$ cat src/rtl/vga_pixel_gen.sv
// Pixel generator: colour bars with a bouncing box behind a 2-stage pipeline, syncs delayed to match.
// Build option PIXGEN_GRID_EN overlays a 32-pixel grey grid on the background.
module vga_pixel_gen #(
  parameter int          H_ACTIVE  = 640,
  parameter int          V_ACTIVE  = 480,
  parameter int          BOX_W     = 32,
  parameter int          BOX_H     = 32,
  parameter int          STEP      = 2,
  parameter int          BAR_SHIFT = 7,
  parameter logic [11:0] BOX_COLOR = 12'hFFF
) (
  input  logic        clk,
  input  logic        rst,
  input  logic        HS_in,
  input  logic        VS_in,
  input  logic [15:0] cnt_x,
  input  logic [15:0] cnt_y,
  input  logic        pause,
  output logic        HS_out,
  output logic        VS_out,
  output logic        de,
  output logic [11:0] rgb,
  output logic        frame_tick
);

  localparam logic [15:0] HA = 16'(H_ACTIVE);
  localparam logic [15:0] VA = 16'(V_ACTIVE);
  localparam logic [15:0] BW = 16'(BOX_W);
  localparam logic [15:0] BH = 16'(BOX_H);
  localparam logic [15:0] ST = 16'(STEP);

  typedef struct packed {
    logic        act;
    logic        hs;
    logic        vs;
    logic [15:0] px;
    logic [15:0] py;
  } s1_t;

  typedef enum logic [1:0] {IDLE, MOVE_X, MOVE_Y} state_t;

  s1_t         s1;
  state_t      state, state_nx;
  logic [15:0] box_x, box_y, box_x_nx, box_y_nx;
  logic        dir_x, dir_y, dir_x_nx, dir_y_nx;   // 0 = increasing, 1 = decreasing
  logic        tick_nx;
  logic        act_c, in_box, fall;
  logic [2:0]  bar;
  logic [11:0] rgb_c;

  // Stage 1: activity decode and 0-based coordinates
  assign act_c = (cnt_x >= 16'd1) && (cnt_x <= HA) && (cnt_y >= 16'd1) && (cnt_y <= VA);

  always_ff @(posedge clk) begin
    if (rst) begin
      s1 <= '0;
    end else begin
      s1.act <= act_c;
      s1.hs  <= HS_in;
      s1.vs  <= VS_in;
      s1.px  <= cnt_x - 16'd1;
      s1.py  <= cnt_y - 16'd1;
    end
  end

  // Stage 2: colour select
  assign in_box = (s1.px >= box_x) && (s1.px < box_x + BW) &&
                  (s1.py >= box_y) && (s1.py < box_y + BH);
  assign bar    = s1.px[BAR_SHIFT+2:BAR_SHIFT];

  always_comb begin
    rgb_c = {{4{bar[0]}}, {4{bar[1]}}, {4{bar[2]}}};
`ifdef PIXGEN_GRID_EN
    if (s1.px[4:0] == 5'd0 || s1.py[4:0] == 5'd0) rgb_c = 12'h888;
`endif
    if (in_box)   rgb_c = BOX_COLOR;
    if (!s1.act)  rgb_c = 12'h000;
  end

  always_ff @(posedge clk) begin
    if (rst) begin
      HS_out <= 1'b0;
      VS_out <= 1'b0;
      de     <= 1'b0;
      rgb    <= '0;
    end else begin
      HS_out <= s1.hs;
      VS_out <= s1.vs;
      de     <= s1.act;
      rgb    <= rgb_c;
    end
  end

  // The stage-1 VS copy doubles as the edge-detect history
  assign fall = s1.vs & ~VS_in;

  always_comb begin
    state_nx = state;
    tick_nx  = 1'b0;
    box_x_nx = box_x;
    box_y_nx = box_y;
    dir_x_nx = dir_x;
    dir_y_nx = dir_y;
    case (state)
      IDLE: begin
        if (fall) begin
          state_nx = MOVE_X;
          tick_nx  = 1'b1;
        end
      end
      MOVE_X: begin
        state_nx = MOVE_Y;
        if (!pause) begin
          if (!dir_x) begin
            if (box_x + BW + ST > HA) begin
              box_x_nx = HA - BW;
              dir_x_nx = 1'b1;
            end else begin
              box_x_nx = box_x + ST;
            end
          end else if (box_x < ST) begin
            box_x_nx = '0;
            dir_x_nx = 1'b0;
          end else begin
            box_x_nx = box_x - ST;
          end
        end
      end
      MOVE_Y: begin
        state_nx = IDLE;
        if (!pause) begin
          if (!dir_y) begin
            if (box_y + BH + ST > VA) begin
              box_y_nx = VA - BH;
              dir_y_nx = 1'b1;
            end else begin
              box_y_nx = box_y + ST;
            end
          end else if (box_y < ST) begin
            box_y_nx = '0;
            dir_y_nx = 1'b0;
          end else begin
            box_y_nx = box_y - ST;
          end
        end
      end
      default: state_nx = IDLE;
    endcase
  end

  always_ff @(posedge clk) begin
    if (rst) begin
      state      <= IDLE;
      frame_tick <= 1'b0;
      box_x      <= '0;
      box_y      <= '0;
      dir_x      <= 1'b0;
      dir_y      <= 1'b0;
    end else begin
      state      <= state_nx;
      frame_tick <= tick_nx;
      box_x      <= box_x_nx;
      box_y      <= box_y_nx;
      dir_x      <= dir_x_nx;
      dir_y      <= dir_y_nx;
    end
  end

endmodule

$ cat config.mk
export PLATFORM = sky130hd
export DESIGN_NAME = vga_pixel_gen
export DESIGN_NICKNAME = d
export VERILOG_FILES = /design/src/rtl/vga_pixel_gen.sv
export SDC_FILE = /design/constraint.sdc
export NUM_CORES = 1
export LEC_CHECK = 0
export CORE_MARGIN = 4
export CORE_UTILIZATION = 60
export DETAILED_ROUTE_END_ITERATION = 10
export GPL_TIMING_DRIVEN = 0
export HOLD_SLACK_MARGIN = 0.03
export PLACE_DENSITY = 0.85
export SLEW_MARGIN = 20
export SYNTH_ARGS = -nofsm -noshare
export SYNTH_HDL_FRONTEND = slang
export SYNTH_SLANG_ARGS = --single-unit
$ cat constraint.sdc
create_clock -name clk -period 5.4 [get_ports clk]
set_input_delay 1.08 -clock clk [delete_from_list [all_inputs] [get_ports clk]]
set_output_delay 1.08 -clock clk [all_outputs]
set_load 0.01 [all_outputs]
==> flow_metrics.tcl <==
set metrics [dict create \
    status "completed" \
    finalCritPeriodShare_pct 69.83 \
    dr.first_iter.drc_count 684 \
    insertion_delay_ns 0.36 \
    syn-num-nets 939 \
    grt_max_degree 13 \
    synth.distinct_cells 77 \
    r2r_start "box_y[6]$_SDFFE_PP0P_" \
    cp.arrival_ns 4.05 \
    drc 0 \
    slew_headroom_pct 32.69 \
    vdd_drop_max_v 0.0001188 \
    cts_buffers 9 \
    clk_root_buffer_cell "clkbuf_8" \
    crit_fanout 10 \
    max_freq_mhz 265.2 \
    worst_slew_pin_slew_ns 0.9987 \
    fp-row-count 37 \
    antenna_left 0 \
    dieHeight_um 111.7 \
    cap_violations 0 \
    hold_depth 1 \
    tns_ns 0 \
    cts-resized-gates 0 \
    setup_viol 0 \
    diodes 0 \
    netlist_area_mm2 0.006456 \
    pwr-share-clk_pct 33.2 \
    drive_gt1_share_pct 6.969 \
    skew_ns 0.01287 \
    cts_setup_buffers 0 \
    yosys_most_used_dff "dfxtp_1" \
    dp_hpwl_um 14800 \
    reg2reg_setup_slack_ns 1.63 \
    p_switching_uw 375.4 \
    yosys_warnings 0 \
    numPortBuffers 52 \
    seq_power_share_pct 46.5 \
    fillers 870 \
    required_ns 5.68 \
    yosysSeqAreaShare_pct 22.95 \
    wire_per_inst_um 18.25 \
    firstDrtPassIters 6 \
    grt_overflow 0 \
    powerDensity_mw_per_mm2 169.5 \
    syn2layout_area_growth_pct 13.51 \
    timing_hold_violations_final 0 \
    viasPerCell 6.460 \
    p_int_uw 866.5 \
    fin_crit_ns 3.771 \
    dieArea_mm2 0.01248 \
    drt_wl_total_um 18980 \
    p_leak_nw 2.758 \
    pwr-share-comb_pct 20.3 \
    reg2reg_depth 12 \
    coreArea_mm2 0.01042 \
    slew_viol_final 0 \
    whs_ns 0.4518 \
    grt.total_usage_pct 29.77 \
    path_clk_slew_ns 0.08 \
    antenna_found_initial 0 \
    cts_hold_buf 0 \
    placed_cells 1024 \
    vias 6718 \
    worst_hold_path.endpoint "HS_out$_SDFF_PP0_" \
    cts_tree "done" \
    grt_pass1_wl_um 30910 \
    layout_commonest_cell "nor2_1" \
    crit_type "reg -> reg" \
    htreeDepth 3 \
    fin_nets 1002 \
    grt_pass1_vias 6403 \
    synth-seq-cells 74 \
    hold_class "reg -> reg" \
    gp_congestion 0.9586 \
    critPathLaunchType "flip-flop" \
    syn_avg_cell_area_um2 7.723 \
    pin_count 53 \
    power_switching_share_pct 30.23 \
    final_cells 1040 \
    final_cell_mix "nor2_1, dfxtp_1, ha_1" \
    hp-start "s1[33]$_SDFF_PP0_" \
    syn_inst 836 \
    clock-sinks 74 \
    die_w_um 111.7 \
    reg2reg_to "rgb[10]$_SDFF_PP0_" \
    synth_edf_count 0 \
    clockBufferDepth 2 \
    start_util_pct 61.98 \
    rsz0062_at_grt "false" \
    endpoint_kind "flip-flop" \
    async_flop_share_pct 0 \
]
==> area by class of cell <==
| cell class | instances | area (um^2) | share of cell area [%] |
|---|---|---|---|
| clock buffer | 12 | 155.1 | 2.117 |
| tap | 136 | 170.2 | 2.322 |
| buffer | 58 | 285.3 | 3.893 |
| clock inverter | 4 | 26.28 | 0.3585 |
| sequential | 74 | 1481 | 20.22 |
| inverter | 47 | 176.4 | 2.407 |
| multi-input combinational | 657 | 4513 | 61.58 |
| timing repair buffer | 52 | 520.5 | 7.103 |
==> critical path, stage by stage, from the launching register on <==
cell	delay (ns)
dfxtp_1	0.45
ha_1	0.34
clkbuf_1	0.39
nand4_1	0.25
xnor2_1	0.25
ha_1	0.28
a21oi_1	0.14
nor2b_1	0.06
o21ai_0	0.36
nand4_1	0.14
a2111oi_0	0.51
o221ai_1	0.30
o21ai_0	0.22
==> kinds of logic (layout without fill, tap and decap cells) <==
family                   after synthesis  in the layout  synth area share, %
AO/OA/AOI/OAI                        218            218                22.97
adder cells (fa/ha/maj)               66             66                12.79
XOR/XNOR                              53             53                7.306
multiplexers                           3              3               0.4651
AND/OR/NAND/NOR                      317            317                26.38
flip-flops                            74             74                22.95
buffers and inverters                105            173                7.151
==> routing by layer <==
metal / global-route usage (%) / part of all wire, % / vias to the layer above
li1: - / - / 3227
met1: 35.02 / 40 / 3117
met2: 53.72 / 50 / 300
met3: 4.076 / 5.9 / 74
met4: 12.98 / 4.6 / 0
met5: 0 / 0 / -
==> through the flow <==
step	worst slack, ns	power, mW	cell area, um^2	utilization (%)
2_1_floorplan	2.556	0.7481	6456	-
3_3_place_gp	1.886	0.8272	7147	68.61
3_5_place_dp	1.864	0.8371	7147	68.61
4_1_cts	1.837	1.236	7328	70.35
5_1_grt	1.313	1.300	7328	70.35
6_report	1.629	1.242	7328	70.35
==> state kept, by name (all words and copies together), names as in the netlist, 2 cells and up <==
name   cells
rgb        3
state      2
s1        30
box_x     15
bar        3
box_y     15
==> Yosys cell counts (4+ instances only) <==
| cell | number | area share [%] |
|---|---|---|
| nand4_1 | 26 | 2.5 |
| inv_1 | 47 | 2.7 |
| dfxtp_1 | 74 | 23 |
| and4_1 | 6 | 0.81 |
| a31oi_1 | 12 | 1.2 |
| ha_1 | 66 | 13 |
| a21o_1 | 17 | 2.0 |
| or4_1 | 11 | 1.3 |
| buf_1 | 5 | 0.29 |
| or3_1 | 15 | 1.5 |
| o41ai_1 | 5 | 0.68 |
| buf_2 | 11 | 0.85 |
| o31ai_1 | 7 | 0.81 |
| clkbuf_1 | 29 | 1.7 |
| nand2_1 | 44 | 2.6 |
| o21ai_0 | 48 | 3.7 |
| a21oi_1 | 57 | 4.4 |
| xnor2_1 | 41 | 5.6 |
| buf_4 | 10 | 1.2 |
| xor2_1 | 11 | 1.5 |
| a221oi_1 | 5 | 0.68 |
| and3_1 | 12 | 1.2 |
| o22ai_1 | 9 | 0.87 |
| and2_1 | 4 | 0.39 |
| o221a_2 | 5 | 0.87 |
| nand3_1 | 31 | 2.4 |
| nor4_1 | 25 | 2.4 |
| nor2_1 | 75 | 4.4 |
| o211ai_1 | 5 | 0.58 |
| nor2b_1 | 11 | 1.1 |
| or2_2 | 4 | 0.39 |
| o21a_1 | 8 | 0.93 |
| nor3_1 | 32 | 2.5 |
==> power by group through the flow <==
stage | logic (mW) | registers (mW) | clock network [mW]
floorplan | 0.161 | 0.587 | 0
global placement | 0.237 | 0.590 | 0
detailed placement | 0.247 | 0.590 | 0
CTS | 0.248 | 0.578 | 0.410
global route | 0.279 | 0.580 | 0.441
finish | 0.252 | 0.578 | 0.412
==> worst max-delay path by stage <==
stage	from	endpoint	slack, ns
floorplan	box_y[5]$_SDFFE_PP0P_	box_y[5]$_SDFFE_PP0P_	2.56
global placement	box_y[6]$_SDFFE_PP0P_	rgb[10]$_SDFF_PP0_	1.89
detailed placement	box_y[6]$_SDFFE_PP0P_	rgb[3]$_SDFF_PP0_	1.86
CTS	box_y[6]$_SDFFE_PP0P_	rgb[3]$_SDFF_PP0_	1.84
global route	box_y[6]$_SDFFE_PP0P_	rgb[10]$_SDFF_PP0_	1.31
finish	box_y[6]$_SDFFE_PP0P_	rgb[10]$_SDFF_PP0_	1.63
Power figures use the tool's default switching activity.
==> patch (same settings) <==
The 3 states of `state_t` get a one-hot encoding in 3 bits.
--- a/src/rtl/vga_pixel_gen.sv
+++ b/src/rtl/vga_pixel_gen.sv
@@ -38,5 +38,5 @@
   } s1_t;
 
-  typedef enum logic [1:0] {IDLE, MOVE_X, MOVE_Y} state_t;
+  typedef enum logic [2:0] {IDLE = 3'b001, MOVE_X = 3'b010, MOVE_Y = 3'b100} state_t;
 
   s1_t         s1;
Formal check against the unedited RTL: no difference found for any inputs over 10 cycles, from zero or initial values and one cycle with rst high; not proved beyond that.
==> patch against the original RTL <==
Area after synthesis shrank 3.4%; via count down 1.6%; power down 1.7%; cell area decreased by 3.0%; sequential cell count grew 1; first-iteration DRC count increased by 0.58%; largest power group unchanged; die area down 3.2%; maximum frequency increased by 1.8%; worst setup slack better by 0.068 ns; critical path depth decreased by 2; routed wire length down 1.8%.
==> patch: results (changes against the original RTL) <==
First-pass DRT Iterations = 9 (+3)
final wirelength = 18600 um (-1.8%)
synth cell count leaders = 86 x nor2_1, 75 x dfxtp_1, 66 x ha_1
fraction of layout cells with a size suffix above 1 = 5.15% (-1.8 points)
GR Util met1 = 40.7% (+5.7 points)
vias in the first global route = 6451 (+0.75%)
Worst path max stage delay = 0.58 ns (+0.07 ns)
CP arrival = 3.98 ns (-0.07 ns)
Slowest cell on crit path = or4_1
Peak supply drop = 94.5 uV (-20%)
gr usage total = 31.8% (+2.1 points)
HPWL after detailed placement = 14200 um (-3.9%)
post-CTS sizing = 0 (unchanged)
first-pass GRT wire length = 30300 um (-2.1%)
Initial DRC Count = 688 (+0.58%)
largest cells by area after synthesis = dfxtp_1 24%, ha_1 13%, xnor2_1 6.2%, nor2_1 5.2%, a21oi_1 4.6%
Post-CTS Setup Inserts = 0 (unchanged)
Diodes inserted = 0 (unchanged)
ys flop type = dfxtp_1
routed vias/inst = 6.56 (+1.6%)
Mapped Nets = 911 (-3.0%)
Worst-Margin Slew = 0.799 ns (-0.200 ns)
H-tree lvl count = 3 (unchanged)
gpl congestion = 1.05 (+9.3%)
status = finished clean
CP delay by family, top = simple AND/OR/NAND/NOR gates
Synth async-reset ratio = 0% (unchanged)
Area after DPL = 6920 sq um (-3.1%)
R2R setup slack = 1.70 ns (+0.07 ns)
NumNets Final = 974 (-2.8%)
register area share after synthesis = 24.1% (+1.1 points)
IO buf count = 51 (-1.9%)
synth unique cells = 75 (-2.6%)
largest net degree at the start of global routing = 12 (-1)
clk root buf = clkbuf_8
Clock Skew = 0.0137 ns (+0.000875 ns)
met2 usage = 50.8% (-2.9 points)
Hold WC Path Type = flip-flop to flip-flop
standby leakage power = 2.62 nW (-4.9%)
crit path max fanout = 8 (-2)
met3 Use GR = 8.51% (+4.4 points)
[patch: cell count changes after synthesis, moves of 7 or more]
cell and change:
nor4_1 -13, o21ai_0 -13, nor2_1 +11, nand2_1 +8
buf_2 -7, clkbuf_1 -7, nand3_1 -7, nand4_1 -7
nor3_1 +7, or4_1 -7
[patch: where the power goes]
part | internal (mW) | switching [mW]
registers | 0.571 | 0.0123
logic | 0.0978 | 0.114
clock network | 0.220 | 0.206
[patch: cell families after synthesis]
logic type                 synth area share [%]
xor gates and xnor gates                   7.72
and+or+nand+nor                            24.7
adders and majority gates                  13.2
buffers and inverters                      6.34
DFF                                        24.1
AOI/OAI and AO/OA                          23.8
muxes                                     0.181
[patch: final timing paths]
path,from,depth (start not counted),end
worst max-delay path,box_x[5],10,box_x[12]
worst min-delay path,s1[33],1,HS_out
worst max register to register,box_x[5],10,box_x[12]
worst min register to register,s1[33],1,HS_out
[patch: final cells by class]
class	instances	area [sq um]
clock inverter	3	40.0
clock buffer	11	141
timing repair buffer	52	515
sequential	75	1500
inverter	44	165
fill	805	2850
tap	133	166
buffer	45	230
multi-input combinational	644	4350
[patch: routing by layer]
layer  routed length, um  up-vias  part of all wire [%]
met3                2110       86                    11
met5                   0        -                     0
met4                 673        0                   3.6
met2                8210      432                    44
li1                    -     3083                     -
met1                7640     3008                    41
[patch: metrics by stage]
stage               setup WS (ns)  hold slack, ns  instances  power [mW]
finish                       1.70           0.460       1007        1.22
CTS                          1.83           0.464       1007        1.22
floorplan                    2.38           0.414        808       0.722
global route                 1.50           0.472       1007        1.27
detailed placement           1.76           0.444        993       0.801
global placement             1.61           0.430        992       0.790
